**src/rtl/axi_read_fetch.sv**
```systemverilog
// Read-side AXI4 master: splits a word-count request into INCR bursts that never
// cross a 4 KB boundary and buffers returned beats in a first-word-fall-through FIFO.
module axi_read_fetch #(
  parameter int FIFO_DEPTH = 32,
  parameter int MAX_BURST  = 16
) (
  input  logic        CLK,
  input  logic        RST,
  input  logic [31:0] READ_ADDR,
  input  logic [15:0] READ_COUNT,
  input  logic        READ_REQ,
  output logic        READ_BUSY,
  output logic [31:0] READ_DATA,
  output logic        READ_VALID,
  input  logic        READ_READY,
  output logic        ERR,
  output logic [31:0] M_ARADDR,
  output logic [7:0]  M_ARLEN,
  output logic [2:0]  M_ARSIZE,
  output logic [1:0]  M_ARBURST,
  output logic        M_ARVALID,
  input  logic        M_ARREADY,
  input  logic [31:0] M_RDATA,
  input  logic [1:0]  M_RRESP,
  input  logic        M_RLAST,
  input  logic        M_RVALID,
  output logic        M_RREADY,
  output logic [1:0]  DBG_STATE
);

  // Every channel transfers on a clock edge where its valid and ready are both high;
  // a valid, once raised, holds with stable payload until that edge.

  localparam int AW = $clog2(FIFO_DEPTH);
  localparam logic [AW:0] DEPTH_V = (AW + 1)'(FIFO_DEPTH);
  localparam logic [12:0] MAX_V   = 13'(MAX_BURST);

  typedef enum logic [1:0] {S_IDLE, S_CALC, S_ADDR, S_DATA} state_t;

  state_t        state_q, state_d;
  logic [31:0]   addr_q;
  logic [15:0]   remaining_q;
  logic [12:0]   beats_q;
  logic [31:0]   ar_addr_q;
  logic [7:0]    ar_len_q;
  logic          err_q;

  logic [31:0]   mem [FIFO_DEPTH];
  logic [AW-1:0] wr_ptr_q, rd_ptr_q;
  logic [AW:0]   count_q;

  logic [12:0]   to_boundary, limit, beats_calc;
  logic [AW:0]   free_slots;
  logic          room_ok, accept, ar_fire, push, pop;

  // Burst length: the smallest of what is left, the burst cap and the words up to the 4 KB edge.
  always_comb begin
    to_boundary = (13'h1000 - {1'b0, addr_q[11:0]}) >> 2;
    limit       = (MAX_V < to_boundary) ? MAX_V : to_boundary;
    beats_calc  = ({3'd0, limit} < remaining_q) ? limit : remaining_q[12:0];
  end

  assign free_slots = DEPTH_V - count_q;
  assign room_ok    = (32'(free_slots) >= 32'(beats_q));
  assign accept     = (state_q == S_IDLE) && READ_REQ && (READ_COUNT != 16'd0);
  assign ar_fire    = M_ARVALID && M_ARREADY;
  assign push       = M_RVALID && M_RREADY;
  assign pop        = READ_VALID && READ_READY;

  always_comb begin
    state_d   = state_q;
    M_ARVALID = 1'b0;
    M_RREADY  = 1'b0;
    case (state_q)
      S_IDLE: if (accept) state_d = S_CALC;
      S_CALC: state_d = S_ADDR;
      S_ADDR: begin
        // Free space only grows while waiting here, so ARVALID never drops before ARREADY.
        M_ARVALID = room_ok;
        if (room_ok && M_ARREADY) state_d = S_DATA;
      end
      S_DATA: begin
        M_RREADY = 1'b1;
        if (M_RVALID && M_RLAST) state_d = (remaining_q != 16'd0) ? S_CALC : S_IDLE;
      end
      default: state_d = S_IDLE;
    endcase
  end

  always_ff @(posedge CLK) begin
    if (RST) begin
      state_q     <= S_IDLE;
      addr_q      <= 32'd0;
      remaining_q <= 16'd0;
      beats_q     <= 13'd0;
      ar_addr_q   <= 32'd0;
      ar_len_q    <= 8'd0;
      err_q       <= 1'b0;
    end else begin
      state_q <= state_d;
      if (accept) begin
        addr_q      <= READ_ADDR & ~32'h3;
        remaining_q <= READ_COUNT;
        err_q       <= 1'b0;
      end
      if (state_q == S_CALC) begin
        beats_q   <= beats_calc;
        ar_addr_q <= addr_q;
        ar_len_q  <= 8'(beats_calc - 13'd1);
      end
      if (ar_fire) begin
        addr_q      <= addr_q + {17'd0, beats_q, 2'b00};
        remaining_q <= remaining_q - {3'd0, beats_q};
      end
      if (push && (M_RRESP != 2'b00)) err_q <= 1'b1;
    end
  end

  always_ff @(posedge CLK) begin
    if (RST) begin
      wr_ptr_q <= '0;
      rd_ptr_q <= '0;
      count_q  <= '0;
    end else begin
      if (push) wr_ptr_q <= wr_ptr_q + AW'(1);
      if (pop)  rd_ptr_q <= rd_ptr_q + AW'(1);
      count_q <= count_q + (AW + 1)'(push) - (AW + 1)'(pop);
    end
  end

  always_ff @(posedge CLK) begin
    if (push) mem[wr_ptr_q] <= M_RDATA;
  end

  assign READ_BUSY  = (state_q != S_IDLE);
  assign READ_VALID = (count_q != '0);
  assign READ_DATA  = mem[rd_ptr_q];
  assign ERR        = err_q;
  assign M_ARADDR   = ar_addr_q;
  assign M_ARLEN    = ar_len_q;
  assign M_ARSIZE   = 3'b010;
  assign M_ARBURST  = 2'b01;
  assign DBG_STATE  = state_q;

endmodule

```
**config.mk**
```make
export PLATFORM = sky130hd
export DESIGN_NAME = axi_read_fetch
export DESIGN_NICKNAME = d
export VERILOG_FILES = /design/src/rtl/axi_read_fetch.sv
export SDC_FILE = /design/constraint.sdc
export NUM_CORES = 1
export LEC_CHECK = 0
export ABC_CLOCK_PERIOD_IN_PS = 4800
export BUFFER_PORTS_ARGS = -buffer_cell sky130_fd_sc_hd__buf_2
export CORE_MARGIN = 1.5
export CORE_UTILIZATION = 30
export DETAILED_ROUTE_END_ITERATION = 10
export PLACE_DENSITY = 0.55
export SLEW_MARGIN = 20
export SYNTH_ARGS = -nofsm -noshare
export SYNTH_HDL_FRONTEND = slang
export SYNTH_SLANG_ARGS = --single-unit
```
**constraint.sdc**
```tcl
create_clock -name CLK -period 4.8 [get_ports CLK]
set_input_delay 0.96 -clock CLK [delete_from_list [all_inputs] [get_ports CLK]]
set_output_delay 0.96 -clock CLK [all_outputs]
set_load 0.03 [all_outputs]
```
Yosys cells after proc, flatten, opt, wreduce, memory -nomap -nowiden

Memories as Yosys holds them, arrays and structs flattened. A register that Yosys moved wholly into a read port is not among the register bits.
Cells that the tools add are included.

Order comparisons: 3
Equality and inequality tests: 6
Reduce and logical (&&, ||, !) cells: 17
Add/subtract/negate cells: 9
Multiplexer cells: 19

Operators by type and width:

| cell                     | count |
|---|---|
| $mux W32                 | 2 |
| $add A32 B15 Y32         | 1 |
| $mux W16                 | 2 |
| $reduce_bool A16 Y1      | 2 |
| $lt A11 B16 Y1           | 1 |
| $sub A16 B13 Y16         | 1 |
| $ge A6 B13 Y1            | 1 |
| $mux W13                 | 1 |
| $sub A13 B12 Y13 const A | 1 |
| $lt A5 B11 Y1 const A    | 1 |
| $mux W11                 | 1 |
| $add A5 B1 Y5 const B    | 2 |
| $mux W5                  | 2 |
| $logic_and A1 B1 Y1      | 8 |
| $pmux W2 S4              | 1 |
| $reduce_bool A2 Y1       | 4 |
| $sub A8 B1 Y8 const B    | 1 |
| $mux W1                  | 7 |
| $add A6 B1 Y6            | 1 |
| $mux W2                  | 3 |
| $ne A2 B2 Y1 const B     | 3 |
| $reduce_bool A6 Y1       | 1 |
| $sub A6 B1 Y6            | 1 |
| $sub A6 B6 Y6 const A    | 1 |
| 4 further kinds          | 5 |

Register bits after elaboration: 120
Word-level logic and storage cells: 65
RAM bits: 1024
Output and inout bits: 84
Memories: 1

Memory list:

| memory | depth | bits a word | rd ports | clocked after Yosys merged registers in | wr ports | line | RTL |
|---|---|---|---|---|---|---|---|
| mem    | 32    | 32          | 1        | 1                                       | 1        | 48   | `logic [31:0] mem [FIFO_DEPTH];` |

Longest topological paths before layout

Word-level depth: 6
Depth in mapped cells: 20
Gate-level depth less buffers: 19

Worst setup path before layout

No wires, ideal clock.

Path kind: reg2reg
Start point: register addr_q[2]
End point: register ar_len_q[4] (netlist: M_ARLEN[4])
Data required time: 4.712 ns
Setup slack: 0.266 ns
Arrival: 4.445 ns
Cell stages (with the launch flop): 20
Library setup time: 0.088 ns
Path through: dfxtp_1 > buf_6 > inv_1 > ha_1 > or3b_2 > mux2i_1 > o41ai_4 > o211ai_1 > ha_1 > a21o_1 > a21o_1 > a21oi_1 > o22ai_1 > o31ai_4 > mux2_4 > ha_1 > and3_1 > xnor2_1 > nand2_1 > a311oi_2

Longest elaborated chain between the ends: 6

RTL lines:

| item                   | line | RTL |
|---|---|---|
| start, declared        | 41   | `logic [31:0] addr_q;` |
| start signal, assigned | 102  | `addr_q <= READ_ADDR & ~32'h3;` |
| start signal, assigned | 112  | `addr_q <= addr_q + {17'd0, beats_q, 2'b00};` |
| $sub A13 B12 Y13 *     | 58   | `to_boundary = (13'h1000 - {1'b0, addr_q[11:0]}) >> 2;` |
| $lt A5 B11 Y1          | 59   | `limit = (MAX_V < to_boundary) ? MAX_V : to_boundary;` |
| $mux W11 *             | 59   |  |
| $lt A11 B16 Y1         | 60   | `beats_calc = ({3'd0, limit} < remaining_q) ? limit : remaining_q[12:0];` |
| $mux W13 *             | 60   |  |
| $sub A8 B1 Y8 *        | 109  | `ar_len_q <= 8'(beats_calc - 13'd1);` |
| end signal, assigned   | 109  |  |
| end, declared          | 45   | `logic [7:0] ar_len_q;` |

Mark *: on every way between the ends. The rest lies on a longest branch, timed or not.
A chain may end at the register's enable or synchronous reset.

Final worst setup path

Start point: register addr_q[3]
End point: register ar_len_q[6] (netlist: M_ARLEN[6])

The elaborated chain is that of the path after synthesis.

==> flow_results.org <==
** CTS
- Number of sinks driven by the clock tree :: 1,145
- Quantity of hold-fixing buffers added after cts :: 0
- The root buffer cell chosen for the clock tree is sky130_fd_sc_hd__clkbuf_16.
- TritonCTS built the clock tree.
- After clock tree synthesis, the clock-pin slew on the worst setup and hold paths is 0.06 ns.
- Clock insertion delay at the later pin of the skew report :: 0.77 ns
- After clock tree synthesis, the repair step resized 0 gates.
- TritonCTS created 119 clock buffers.
- H-tree depth :: 3
- Number of buffers inserted to repair setup after CTS :: 0
- Maximum clock path buffer count :: 3

** Worst hold path
- In this run the most critical hold path is launched from ERR.
- The worst hold path terminates at ERR.
- The path class of the tightest hold or removal check is reg2reg.
- The worst hold path was traced through 2 stages.

** Floorplanning
- Die Y-Extent :: 397 microns
- The region available for standard cell placement spans 154,000 sq um.
- Initial Util :: 30.2%
- FP Rows :: 144
- Chip Width :: 397 microns
- 173 I/O pins were placed.
- The die covers 157,000 sq um.

** STA
- For the final routed database, the setup TNS stands at 0 ns.
- Setup repair after global routing left no endpoint under its margin.
- The number of max-slew violations in the final report came to 0.
- Between clock sinks in the finished design, the worst skew comes to 0.0848 ns.
- Post-route minimum period :: 4.44 ns
- Setup violations remaining at the end of the flow were counted as 0.
- At the pin with the least slew margin, the transition time is 1.05 ns.
- The total count of hold-check failures in the final report was 0.
- Slew HR :: 29.8%
- Period utilization :: 92.4%
- Max frequency :: 0.225 GHz

** Detailed routing
- Overall via count from detail_route :: 23,800
- Using the TritonRoute via totals, the vias-per-cell ratio works out to 4.98.
- Detail-routed net length per standard cell :: 24.4 microns
- After the first detailed-routing iteration, the DRC count stood at 2,077.
- Wire length after detailed routing :: 117 mm
- After detailed routing, the number of remaining DRC violations is 0.
- 1st-pass router iterations :: 5
- In this run the remaining antenna-violating nets after routing total 0.

** GRT
- Grt total ovfl :: 0
- The first global-routing pass estimated 170 mm of wire.
- Antenna violations before repair :: 14
- Overall routing resource usage :: 14.8%
- The via count of the first global-routing pass was 24,000.
- Entering global routing, the biggest net connects 71 pins.

** Logic synthesis
- Cell types with the highest counts after synthesis :: sky130_fd_sc_hd__edfxtp_1 (1,024), sky130_fd_sc_hd__mux4_2 (320), sky130_fd_sc_hd__nor2_1 (132)
- Proportion of synthesized chip area in sequential cells :: 71.4%
- After synthesis, the largest area contributor takes up 66.2% of total cell area.
- After synthesis the netlist holds a flip-flop and latch count of 1,145.
- Most used flip-flop cell after synthesis :: sky130_fd_sc_hd__edfxtp_1
- Post-synthesis instance area :: 46,500 sq um
- sky130_fd_sc_hd__edfxtp_1 is the most common cell in the netlist.
- Counting flops with a built-in enable in the synthesized netlist gives 1,024.
- Async set or reset register ratio after synthesis :: 0%
- Post-synthesis cell type with the largest combined area :: sky130_fd_sc_hd__edfxtp_1
- Each instance of the synthesized netlist takes up on average 19.4 sq um.
- Count of yosys warnings during synthesis :: 0
- Synth Instances :: 2,398
- In the post-synthesis netlist, the biggest area contributors are sky130_fd_sc_hd__edfxtp_1 (66%), sky130_fd_sc_hd__mux4_2 (16%), sky130_fd_sc_hd__dfxtp_1 (5.2%).
- Synthesis instantiated 83 different standard cells from the library.

** Power
- Share of total power in combinational logic :: 22.9%
- Clock network fraction of design power :: 35.8%
- Proportion of power drawn by flip-flops and latches :: 41.3%
- LEAKAGE :: 17.3 nW
- In this run the power spent charging and discharging nets is 7.78 mW.
- In this run switching power makes up 28.0% of total power.
- Pwr/cell area :: 505 nW/um^2
- Internal power comes to 20.0 mW.
- VDD sags by at most 0.401 mV.
- Summing internal, switching and leakage power gives 27.8 mW.

** Critical path
- Walking the worst path, the cells encountered are inv_1, ha_2, or3b_2, mux2i_1, o41ai_4, o211ai_1, ha_1, a21o_1, a21o_1, a21oi_1, o22ai_1, o31ai_4, mux2i_1, ha_1, nand3b_1, or3_1, a311oi_1.
- The worst setup path is captured at a flip-flop.
- Cell type of the slowest stage on the worst timing path :: sky130_fd_sc_hd__or3b_2
- Endpoint of the worst-slack reg-to-reg timing path :: M_ARLEN[6]
- On the worst path, the slowest cell contributes a delay of 0.50 ns.
- R2R Path Start :: addr_q[3]
- Data required time at the worst endpoint :: 5.42 ns
- The critical path is of the reg2reg type.
- Setup slack of the worst register-to-register path :: 0.36 ns
- The worst setup path is launched from a flip-flop.
- Of all nets on the critical path, the largest fanout is 6.
- Counting cells, the worst reg-to-reg path comes to 17.
- At the worst endpoint, the arrival time is 5.06 ns.

** Place
- Detailed placement ended at an HPWL of 68.2 mm.
- During placement, the flow inserted port buffers numbering 163.
- At the end of routability-driven placement, the weighted congestion stood at 0.805.

** Job
- Max-cap violation count :: 0

** Final layout
- For this run, the post-layout net count is 2,795.
- The post-route netlist has 31.1% of its cells at a drive strength greater than 1.
- In the final layout, flip-flops and latches occupy 33,200 sq um.
- The number of antenna diodes in the final layout is 0.
- In the final layout, the multi-input gates occupy 12,900 sq um.
- Fillers :: 14,300
- Relative to the synthesized area, the layout overhead comes to 18.3%.

** Status
- The flow ran to the end, and the final reports show no timing, DRC or antenna violations.
==> metrics by stage <==
step                      instance area [sq um]  utilization, %  hold WS [ns]  setup WS [ns]  cells
after floorplan                           46500               -         0.462          0.266   2409
after global placement                    50700            32.9         0.440          0.344   4562
after detailed placement                  50700            32.9         0.449          0.355   4562
after CTS                                 55000            35.7         0.436          0.232   4784
after global routing                      55000            35.7         0.464         0.0267   4784
final                                     55000            35.7         0.458          0.363   4784
==> worst max-delay path: cells and delay by family (launching register included) <==
family / cells / cell delay, ns
compound gates: 8 / 1.74
fa+ha+maj: 3 / 0.76
buf+inv: 1 / 0.12
flops: 1 / 0.31
mux: 2 / 0.46
simple gates: 3 / 0.96
==> power groups by stage <==
stage	clock network, mW	logic [mW]	registers (mW)
finish	9.94	6.37	11.5
global route	10.6	6.94	11.5
detailed placement	0	6.44	11.7
global placement	0	6.45	11.7
CTS	10.2	6.47	11.5
floorplan	0	4.67	11.6
==> final cells by class <==
cell class,count,share of cell area (%)
Timing Repair Buffer,240,3.41
Multi-Input combinational cell,1082,23.4
Sequential cell,1145,60.4
Inverter,51,0.348
Clock buffer,136,5.65
Clock inverter,86,2.15
Tap cell,2044,4.65
==> sequential cells by signal, indices dropped and copies added, names as in the netlist, 5 cells and up, named ones only <==
signal	flops
M_ARADDR	30
M_ARLEN	8
addr_q	30
beats_q	13
count_q	6
mem	1024
rd_ptr_q	5
remaining_q	16
wr_ptr_q	5
==> per-layer routing <==
metal / global-route usage [%] / vias to the layer above / share of wire, %
li1: - / 10300 / -
met1: 21.6 / 12700 / 46
met2: 22.8 / 616 / 46
met3: 2.62 / 150 / 5.4
met4: 3.58 / 10 / 1.8
met5: 0 / - / 0.056
==> worst max path at each step <==
| stage | start | to | slack [ns] | depth (start not counted) |
|---|---|---|---|---|
| CTS | flip-flop | READ_DATA[2] | 0.23 | 6 |
| global route | addr_q[3] | M_ARLEN[6] | 0.03 | 17 |
| finish | addr_q[3] | M_ARLEN[6] | 0.36 | 17 |
| detailed placement | addr_q[3] | M_ARLEN[4] | 0.35 | 18 |
| floorplan | addr_q[2] | M_ARLEN[4] | 0.27 | 19 |
| global placement | addr_q[3] | M_ARLEN[4] | 0.34 | 18 |
==> layout by cell type, fill, tap and decap left out, types with 33 or more instances in the layout <==
cell	n
sky130_fd_sc_hd__a21oi_1	41
sky130_fd_sc_hd__nand2_1	62
sky130_fd_sc_hd__nor2_4	33
sky130_fd_sc_hd__buf_2	162
sky130_fd_sc_hd__a211oi_1	36
sky130_fd_sc_hd__nor2_1	99
sky130_fd_sc_hd__buf_4	40
sky130_fd_sc_hd__ha_1	62
sky130_fd_sc_hd__edfxtp_1	1024
sky130_fd_sc_hd__clkbuf_16	120
sky130_fd_sc_hd__buf_12	38
sky130_fd_sc_hd__dfxtp_1	116
sky130_fd_sc_hd__inv_1	51
sky130_fd_sc_hd__mux2_2	37
sky130_fd_sc_hd__mux4_2	320
sky130_fd_sc_hd__mux2i_1	40
==> logic make-up after synthesis <==
group | count (synthesis) | synth area share (%)
xor gates and xnor gates | 41 | 0.773
other | 2 | 0.0162
muxes | 398 | 17.3
buffers and inverters | 182 | 1.58
adders and majority gates | 67 | 1.85
and+or+nand+nor | 355 | 3.78
AOI/OAI and AO/OA | 208 | 3.31
DFF | 1145 | 71.4
Power figures use the tool's default switching activity.
